File: src/rtl/riscv_pkg.sv
// Shared RV32I core types: ALU operations, forwarding selects and the ID/EX payload.
package riscv_pkg;

  localparam int unsigned XLEN       = 32;
  localparam int unsigned REG_ADDR_W = 5;

  localparam logic [REG_ADDR_W-1:0] REG_ZERO = '0;

  typedef enum logic [3:0] {
    ALU_ADD  = 4'd0,
    ALU_SUB  = 4'd1,
    ALU_SLL  = 4'd2,
    ALU_SLT  = 4'd3,
    ALU_SLTU = 4'd4,
    ALU_XOR  = 4'd5,
    ALU_SRL  = 4'd6,
    ALU_SRA  = 4'd7,
    ALU_OR   = 4'd8,
    ALU_AND  = 4'd9
  } alu_op_t;

  typedef enum logic [1:0] {
    FWD_RF    = 2'd0,
    FWD_EXMEM = 2'd1,
    FWD_MEMWB = 2'd2,
    FWD_ZERO  = 2'd3
  } fwd_sel_t;

  typedef struct packed {
    logic [XLEN-1:0]       operand_a;
    logic [XLEN-1:0]       operand_b;
    logic [XLEN-1:0]       store_data;
    alu_op_t               alu_op;
    logic [REG_ADDR_W-1:0] rd_addr;
  } id_ex_t;

endpackage

File: src/rtl/fwd_mux.sv
// Priority operand forwarding for one source register: x0, then EX/MEM, then MEM/WB, then RF.
module fwd_mux
  import riscv_pkg::*;
(
  input  logic [REG_ADDR_W-1:0] i_rs_addr,
  input  logic [XLEN-1:0]       i_rs_data,
  input  logic [REG_ADDR_W-1:0] i_exmem_rd,
  input  logic                  i_exmem_reg_write,
  input  logic [XLEN-1:0]       i_exmem_result,
  input  logic [REG_ADDR_W-1:0] i_memwb_rd,
  input  logic                  i_memwb_reg_write,
  input  logic [XLEN-1:0]       i_memwb_result,
  output fwd_sel_t              o_sel,
  output logic [XLEN-1:0]       o_value
);

  always_comb begin
    o_sel = FWD_RF;
    if (i_rs_addr == REG_ZERO) begin
      o_sel = FWD_ZERO;
    end else if (i_exmem_reg_write && (i_exmem_rd == i_rs_addr)) begin
      o_sel = FWD_EXMEM;
    end else if (i_memwb_reg_write && (i_memwb_rd == i_rs_addr)) begin
      o_sel = FWD_MEMWB;
    end
  end

  always_comb begin
    o_value = i_rs_data;
    case (o_sel)
      FWD_ZERO:  o_value = '0;
      FWD_EXMEM: o_value = i_exmem_result;
      FWD_MEMWB: o_value = i_memwb_result;
      default:   o_value = i_rs_data;
    endcase
  end

endmodule

File: src/rtl/id_ex_stage.sv
// ID/EX pipeline register: forwards sources, selects PC/imm operands and registers them for the ALU.
module id_ex_stage
  import riscv_pkg::*;
(
  input  logic                  clk,
  input  logic                  rst,
  input  logic                  flush,
  input  logic                  in_valid,
  output logic                  in_ready,
  input  logic [REG_ADDR_W-1:0] rs1_addr,
  input  logic [REG_ADDR_W-1:0] rs2_addr,
  input  logic [XLEN-1:0]       rs1_data,
  input  logic [XLEN-1:0]       rs2_data,
  input  logic [XLEN-1:0]       imm,
  input  logic [XLEN-1:0]       pc,
  input  alu_op_t               alu_op_in,
  input  logic                  alu_src_imm,
  input  logic                  alu_src_pc,
  input  logic [REG_ADDR_W-1:0] rd_addr_in,
  input  logic                  reg_write_in,
  input  logic [REG_ADDR_W-1:0] exmem_rd,
  input  logic                  exmem_reg_write,
  input  logic [XLEN-1:0]       exmem_result,
  input  logic [REG_ADDR_W-1:0] memwb_rd,
  input  logic                  memwb_reg_write,
  input  logic [XLEN-1:0]       memwb_result,
  output logic                  out_valid,
  input  logic                  out_ready,
  output logic [XLEN-1:0]       operand_a,
  output logic [XLEN-1:0]       operand_b,
  output alu_op_t               alu_op,
  output logic [XLEN-1:0]       store_data,
  output logic [REG_ADDR_W-1:0] rd_addr_out,
  output logic                  reg_write_out
);

  fwd_sel_t        w_rs1_sel;
  fwd_sel_t        w_rs2_sel;
  logic [XLEN-1:0] w_rs1_fwd;
  logic [XLEN-1:0] w_rs2_fwd;
  logic            w_capture;
  logic            w_unused_sel;
  id_ex_t          w_next;
  id_ex_t          r_stage;
  logic            r_valid;
  logic            r_reg_write;

  fwd_mux u_fwd_rs1 (
    .i_rs_addr         (rs1_addr),
    .i_rs_data         (rs1_data),
    .i_exmem_rd        (exmem_rd),
    .i_exmem_reg_write (exmem_reg_write),
    .i_exmem_result    (exmem_result),
    .i_memwb_rd        (memwb_rd),
    .i_memwb_reg_write (memwb_reg_write),
    .i_memwb_result    (memwb_result),
    .o_sel             (w_rs1_sel),
    .o_value           (w_rs1_fwd)
  );

  fwd_mux u_fwd_rs2 (
    .i_rs_addr         (rs2_addr),
    .i_rs_data         (rs2_data),
    .i_exmem_rd        (exmem_rd),
    .i_exmem_reg_write (exmem_reg_write),
    .i_exmem_result    (exmem_result),
    .i_memwb_rd        (memwb_rd),
    .i_memwb_reg_write (memwb_reg_write),
    .i_memwb_result    (memwb_result),
    .o_sel             (w_rs2_sel),
    .o_value           (w_rs2_fwd)
  );

  // Select codes are kept for debug visibility; only the values feed the pipeline.
  assign w_unused_sel = ^{w_rs1_sel, w_rs2_sel};

  // Flush always opens the stage so the flushed slot is freed this cycle.
  assign in_ready  = flush || !r_valid || out_ready;
  assign w_capture = in_valid && in_ready && !flush;

  always_comb begin
    w_next            = '0;
    w_next.operand_a  = alu_src_pc  ? pc  : w_rs1_fwd;
    w_next.operand_b  = alu_src_imm ? imm : w_rs2_fwd;
    w_next.store_data = w_rs2_fwd;
    w_next.alu_op     = alu_op_in;
    w_next.rd_addr    = rd_addr_in;
  end

  always_ff @(posedge clk or posedge rst) begin
    if (rst) begin
      r_valid          <= 1'b0;
      r_reg_write      <= 1'b0;
      r_stage          <= '0;
      r_stage.alu_op   <= ALU_ADD;
    end else if (flush) begin
      r_valid     <= 1'b0;
      r_reg_write <= 1'b0;
    end else if (w_capture) begin
      r_valid     <= 1'b1;
      r_reg_write <= reg_write_in;
      r_stage     <= w_next;
    end else if (out_ready) begin
      r_valid     <= 1'b0;
      r_reg_write <= 1'b0;
    end
  end

  assign out_valid     = r_valid;
  assign reg_write_out = r_reg_write;
  assign operand_a     = r_stage.operand_a;
  assign operand_b     = r_stage.operand_b;
  assign store_data    = r_stage.store_data;
  assign alu_op        = r_stage.alu_op;
  assign rd_addr_out   = r_stage.rd_addr;

endmodule

File: config.mk
export PLATFORM = sky130hd
export DESIGN_NAME = id_ex_stage
export DESIGN_NICKNAME = d
export VERILOG_FILES = /design/src/rtl/riscv_pkg.sv /design/src/rtl/fwd_mux.sv /design/src/rtl/id_ex_stage.sv
export SDC_FILE = /design/constraint.sdc
export NUM_CORES = 1
export LEC_CHECK = 0
export BUFFER_PORTS_ARGS = -buffer_cell sky130_fd_sc_hd__buf_2
export CAP_MARGIN = 15
export CORE_AREA = 2 2 131 133
export DETAILED_ROUTE_END_ITERATION = 10
export DIE_AREA = 0 0 133 135
export GPL_TIMING_DRIVEN = 0
export PLACE_DENSITY_LB_ADDON = 0.08
export SLEW_MARGIN = 10
export SYNTH_ARGS = -nofsm -noshare
export SYNTH_HDL_FRONTEND = slang
export SYNTH_SLANG_ARGS = --single-unit
File: constraint.sdc
create_clock -name clk -period 9 [get_ports clk]
set_clock_uncertainty 0.2 [all_clocks]
set_input_delay 2.25 -clock clk [delete_from_list [all_inputs] [get_ports clk]]
set_output_delay 2.25 -clock clk [all_outputs]
set_load 0.05 [all_outputs]
Word-level counts from Yosys, hierarchy flattened
Index checks and enable logic that the tools add are counted.
- logic and storage cells: 47
- output and inout bits: 108
- register bits: 107
- input bits: 231
- eq/ne operators: 10
- mux-type cells: 15
- reductions and logical operators: 14
- bitwise logic cells: 1
- operator list (cell ; count):
    $pmux 32 s3 ; 2
    $mux 32 ; 2
    $eq 5x5->1 ; 4
    $mux 2 ; 6
    $logic_not 5->1 ; 2
    $eq 2x2->1 const B ; 4
    $logic_and 1x1->1 ; 6
    $mux 1 ; 5
    $eq 2x1->1 const B ; 2
    $reduce_bool 3->1 ; 1
    $logic_not 1->1 ; 2
    $logic_or 1x1->1 ; 2
    $reduce_and 2->1 ; 1
    $not 1->1 ; 1

Longest topological paths before layout
- depth after elaboration: 8
- depth in mapped cells: 7
- gate-level depth less buffers: 5

Hierarchy
Synthesis repeated with hierarchy kept, for this count alone.
- cells, all modules: 679
- area total of the unflattened synthesis: 7410.9 um^2
- modules (own cells, without submodules) (module ; sequential area each (um^2) ; area each (um^2) ; times used ; cells an instance):
    id_ex_stage ; 2677.6 ; 4845.9 ; 1 ; 305
    fwd_mux ; 0.0 ; 1282.5 ; 2 ; 187

Worst setup path before layout
OpenSTA, ideal clock, no wires.
- path kind: input-to-output
- start point: in out_ready
- end point: out in_ready
- required time: 6.550 ns
- setup slack: 3.299 ns
- buffers on the path: 2
- data arrival time: 3.251 ns
- cell stages on the path: 4
- path through: nor2b_1 > clkbuf_1 > clkbuf_1 > nand2_1
- cells in the longest elaborated chain, start to end: 1
- ends and longest elaborated chain (element ; line ; RTL):
    from (decl) ; id_ex_stage.sv:28 ; input logic out_ready,
    $logic_or 1x1->1 ; id_ex_stage.sv:78 ; assign in_ready = flush || !r_valid || out_ready;
    to (decl) ; id_ex_stage.sv:9 ; output logic in_ready,
Every way passes these cells.

Worst setup path after layout
Ends and elaborated chain as after synthesis.

==> qor_table.md <==
| Quantity | This run |
|:---|:---|
| Run status | finished, final reports clean |
| Global-route wire length before repair | 41680 um |
| Worst hold slack | 0.2831 ns |
| Sequential cell area | 2678 um^2 |
| Antenna violations before repair | 1 |
| Number of synthesized flops with an enable pin | 0 |
| Violation count after the first detailed-route iteration | 504 |
| Tightest Pin Transition | 0.8179 ns |
| Ys flop type | dfrtp_1 |
| FF-to-FF path depth | 7 |
| Global Route Usage Sum | 30.53% |
| Pin count of the biggest net entering global routing | 68 |
| Proportion of synthesized chip area in sequential cells | 39.59% |
| Overall routed net length | 27810 um |
| I/O Buffers | 336 |
| Worst reg-to-reg setup slack | 6.33 ns |
| Worst setup path endpoint | in_ready |
| Maximum level of the CTS H-tree | 3 |
| Synthesized Nets | 968 |
| WP data arrival | 3.61 ns |
| Initial Utilization | 41.22% |
| Max_slew headroom | 45.05% |
| Instance count along the most critical hold path | 2 |
| Overall die width | 133 um |
| Via count | 7301 |
| CTS tree | yes |
| Crit share post-route | 67.32% |
| Via density | 5.569 |
| Unrepaired setup endpoints after global routing | false |
| Fill count | 1563 |
| Die footprint | 17960 um^2 |
| Syn-to-layout area delta | 34.26% |
| Die span in y | 135 um |
| Yosys synthesis warning count | 0 |
| Shortest period the worst path allows | 6.058 ns |
| Leak pwr | 4.193 nW |
| Clk Latency, worst-skew pair | 0.36 ns |
| Peak supply drop | 0.1012 mV |
| Pwr/cell area | 188.0 nW/um^2 |
| Critical Path Start Type | primary input |
| Hold Buf Count CTS | 0 |
| Gpl congestion | 0.9129 |
| Launch instance of the worst register-to-register path | out_valid |
| Ports placed on the boundary | 339 |
| Total DRC errors in the routed layout | 0 |
| Path class of the lowest-slack min-delay path | reg2reg |
| Data required time of the critical path | 6.55 ns |
| Longest Clk Path Bufs | 2 |
| Total setup buffers inserted after CTS | 0 |
| Layout cells sized above 1 | 38.44% |
| Setup violators final | 0 |
| Multi-input combinational cell area | 3719 um^2 |
| Floorplan core area | 16410 um^2 |
| # rows | 47 |
| Final HPWL from detailed placement | 21860 um |
| CTS root buffer | clkbuf_16 |
| Antenna Violating Nets Remaining | 0 |
| Number of clock sinks seen by CTS | 107 |
| Mean post-synth cell area | 9.176 um^2 |
| Share of synthesized registers carrying an async set or reset | 100.0% |
| Flip-flop and latch count after synthesis | 107 |
| Mapped Cells | 737 |
| Start point of the critical path | out_ready |
| Clock transition at path regs | 0.08 ns |
| Via count of the first global-routing pass | 7225 |
| Count of instances resized after the clock tree is built | 0 |
| Total grt overflow | 0 |
| Most frequent standard cell in the layout excluding fill and tap cells | buf_2 |
| Critical path capture point type | primary output |
| Top library cells by usage in the layout, fill and taps aside | 353 x buf_2, 107 x dfrtp_1, 66 x o21ai_1 |
| Number of buffers created by CTS | 9 |
| Fin. max-slew vios | 0 |
| Wirelength per Cell | 21.21 um |
| Mapped cell area | 6763 um^2 |
| Total of max-cap violations | 0 |
| Netlist cell types | 36 |
| Initial DRT Pass Iterations | 5 |
| Destination of the worst register-to-register timing path | operand_b[17] |
| Critical Path Fanout Max | 10 |
| Fmax | 0.1651 GHz |
| Kind of critical path | in2out |
| Post-layout power | 1.707 mW |
| Number of hold violations in the final report | 0 |
| Nets@finish | 1316 |
| Total negative slack | 0 ns |
==> routing by layer <==
metal  up-vias  share of wire, %  track usage, %  routed length [um]
met3        36               7.9           6.532                2197
met1      3418                42           39.53               11800
met2       364                47           51.70               13190
li1       3483                 -               -                   -
met4         0               2.2           8.781                 622
met5         -                 0               0                   0
==> synth_stat cells, drive strengths merged (2+ instances only) <==
cell type	number	area share (%)
nand2	62	3.4
nor3	34	2.5
xnor2	8	1.0
o21ai	96	7.1
a31oi	65	6.0
mux2i	64	9.5
nand2b	33	3.1
xor2	12	1.6
and3	34	3.1
nor4	37	3.7
nor2	35	1.9
clkinv	2	0.11
clkbuf	36	2.0
or4	3	0.39
nand3	2	0.22
inv	2	0.11
dfrtp	107	40
a221oi	32	6.9
a22oi	32	3.6
buf	34	3.2
o211ai	2	0.30
==> worst max-delay path, stage by stage <==
cell      delay [ns]
buf_2           0.12
nor2b_1         0.10
clkbuf_1        0.33
clkbuf_1        0.43
nand2_1         0.14
buf_2           0.24
==> kinds of logic (layout without fill, tap and decap cells) <==
logic type             Yosys count  in the layout  synth area share [%]
XOR/XNOR                        20             20                 2.590
other                            0              1                     0
buffers and inverters           74            427                 5.421
multiplexers                    64             64                 9.473
flip-flops                     107            107                 39.59
AND/OR/NAND/NOR                244            244                 18.96
AO/OA/AOI/OAI                  228            228                 23.96
==> report_power, final <==
part	switching [mW]	total (mW)	internal, mW
logic	0.471	0.663	0.193
registers	0.0440	0.597	0.553
clock network	0.201	0.447	0.246
==> worst min path at each step <==
stage / slack, ns / endpoint / from
2_1_floorplan: 0.54 / alu_op[0] / alu_op[0]
3_3_place_gp: 0.26 / rd_addr_out[4] / rd_addr_out[4]
3_5_place_dp: 0.26 / rd_addr_out[2] / rd_addr_out[2]
4_1_cts: 0.28 / rd_addr_out[2] / rd_addr_out[2]
5_1_grt: 0.31 / alu_op[1] / alu_op[1]
6_report: 0.28 / rd_addr_out[2] / rd_addr_out[2]
==> per-stage QoR <==
step,area [um^2],utilization (%),setup slack [ns],cells
2_1_floorplan,6763,-,3.299,737
3_3_place_gp,8720,53.15,2.224,1293
3_5_place_dp,8752,53.34,2.968,1294
4_1_cts,9077,55.33,2.961,1310
5_1_grt,9080,55.34,2.832,1311
6_report,9080,55.34,2.942,1311
==> sequential cells by signal (all words and copies together) (netlist names) <==
name,count
rd_addr_out,5
reg_write_out,1
alu_op,4
operand_b,32
operand_a,32
out_valid,1
store_data,32
==> layout make-up <==
type,instances,area share (%)
inverter,4,0.2205
tap,220,3.032
clock buffer,9,2.480
antenna,1,0.02756
buffer,70,3.872
clock inverter,7,1.102
multi-input combinational,556,40.95
timing repair buffer,337,18.82
sequential,107,29.49
Note: power is estimated with default switching activity, not from simulation.
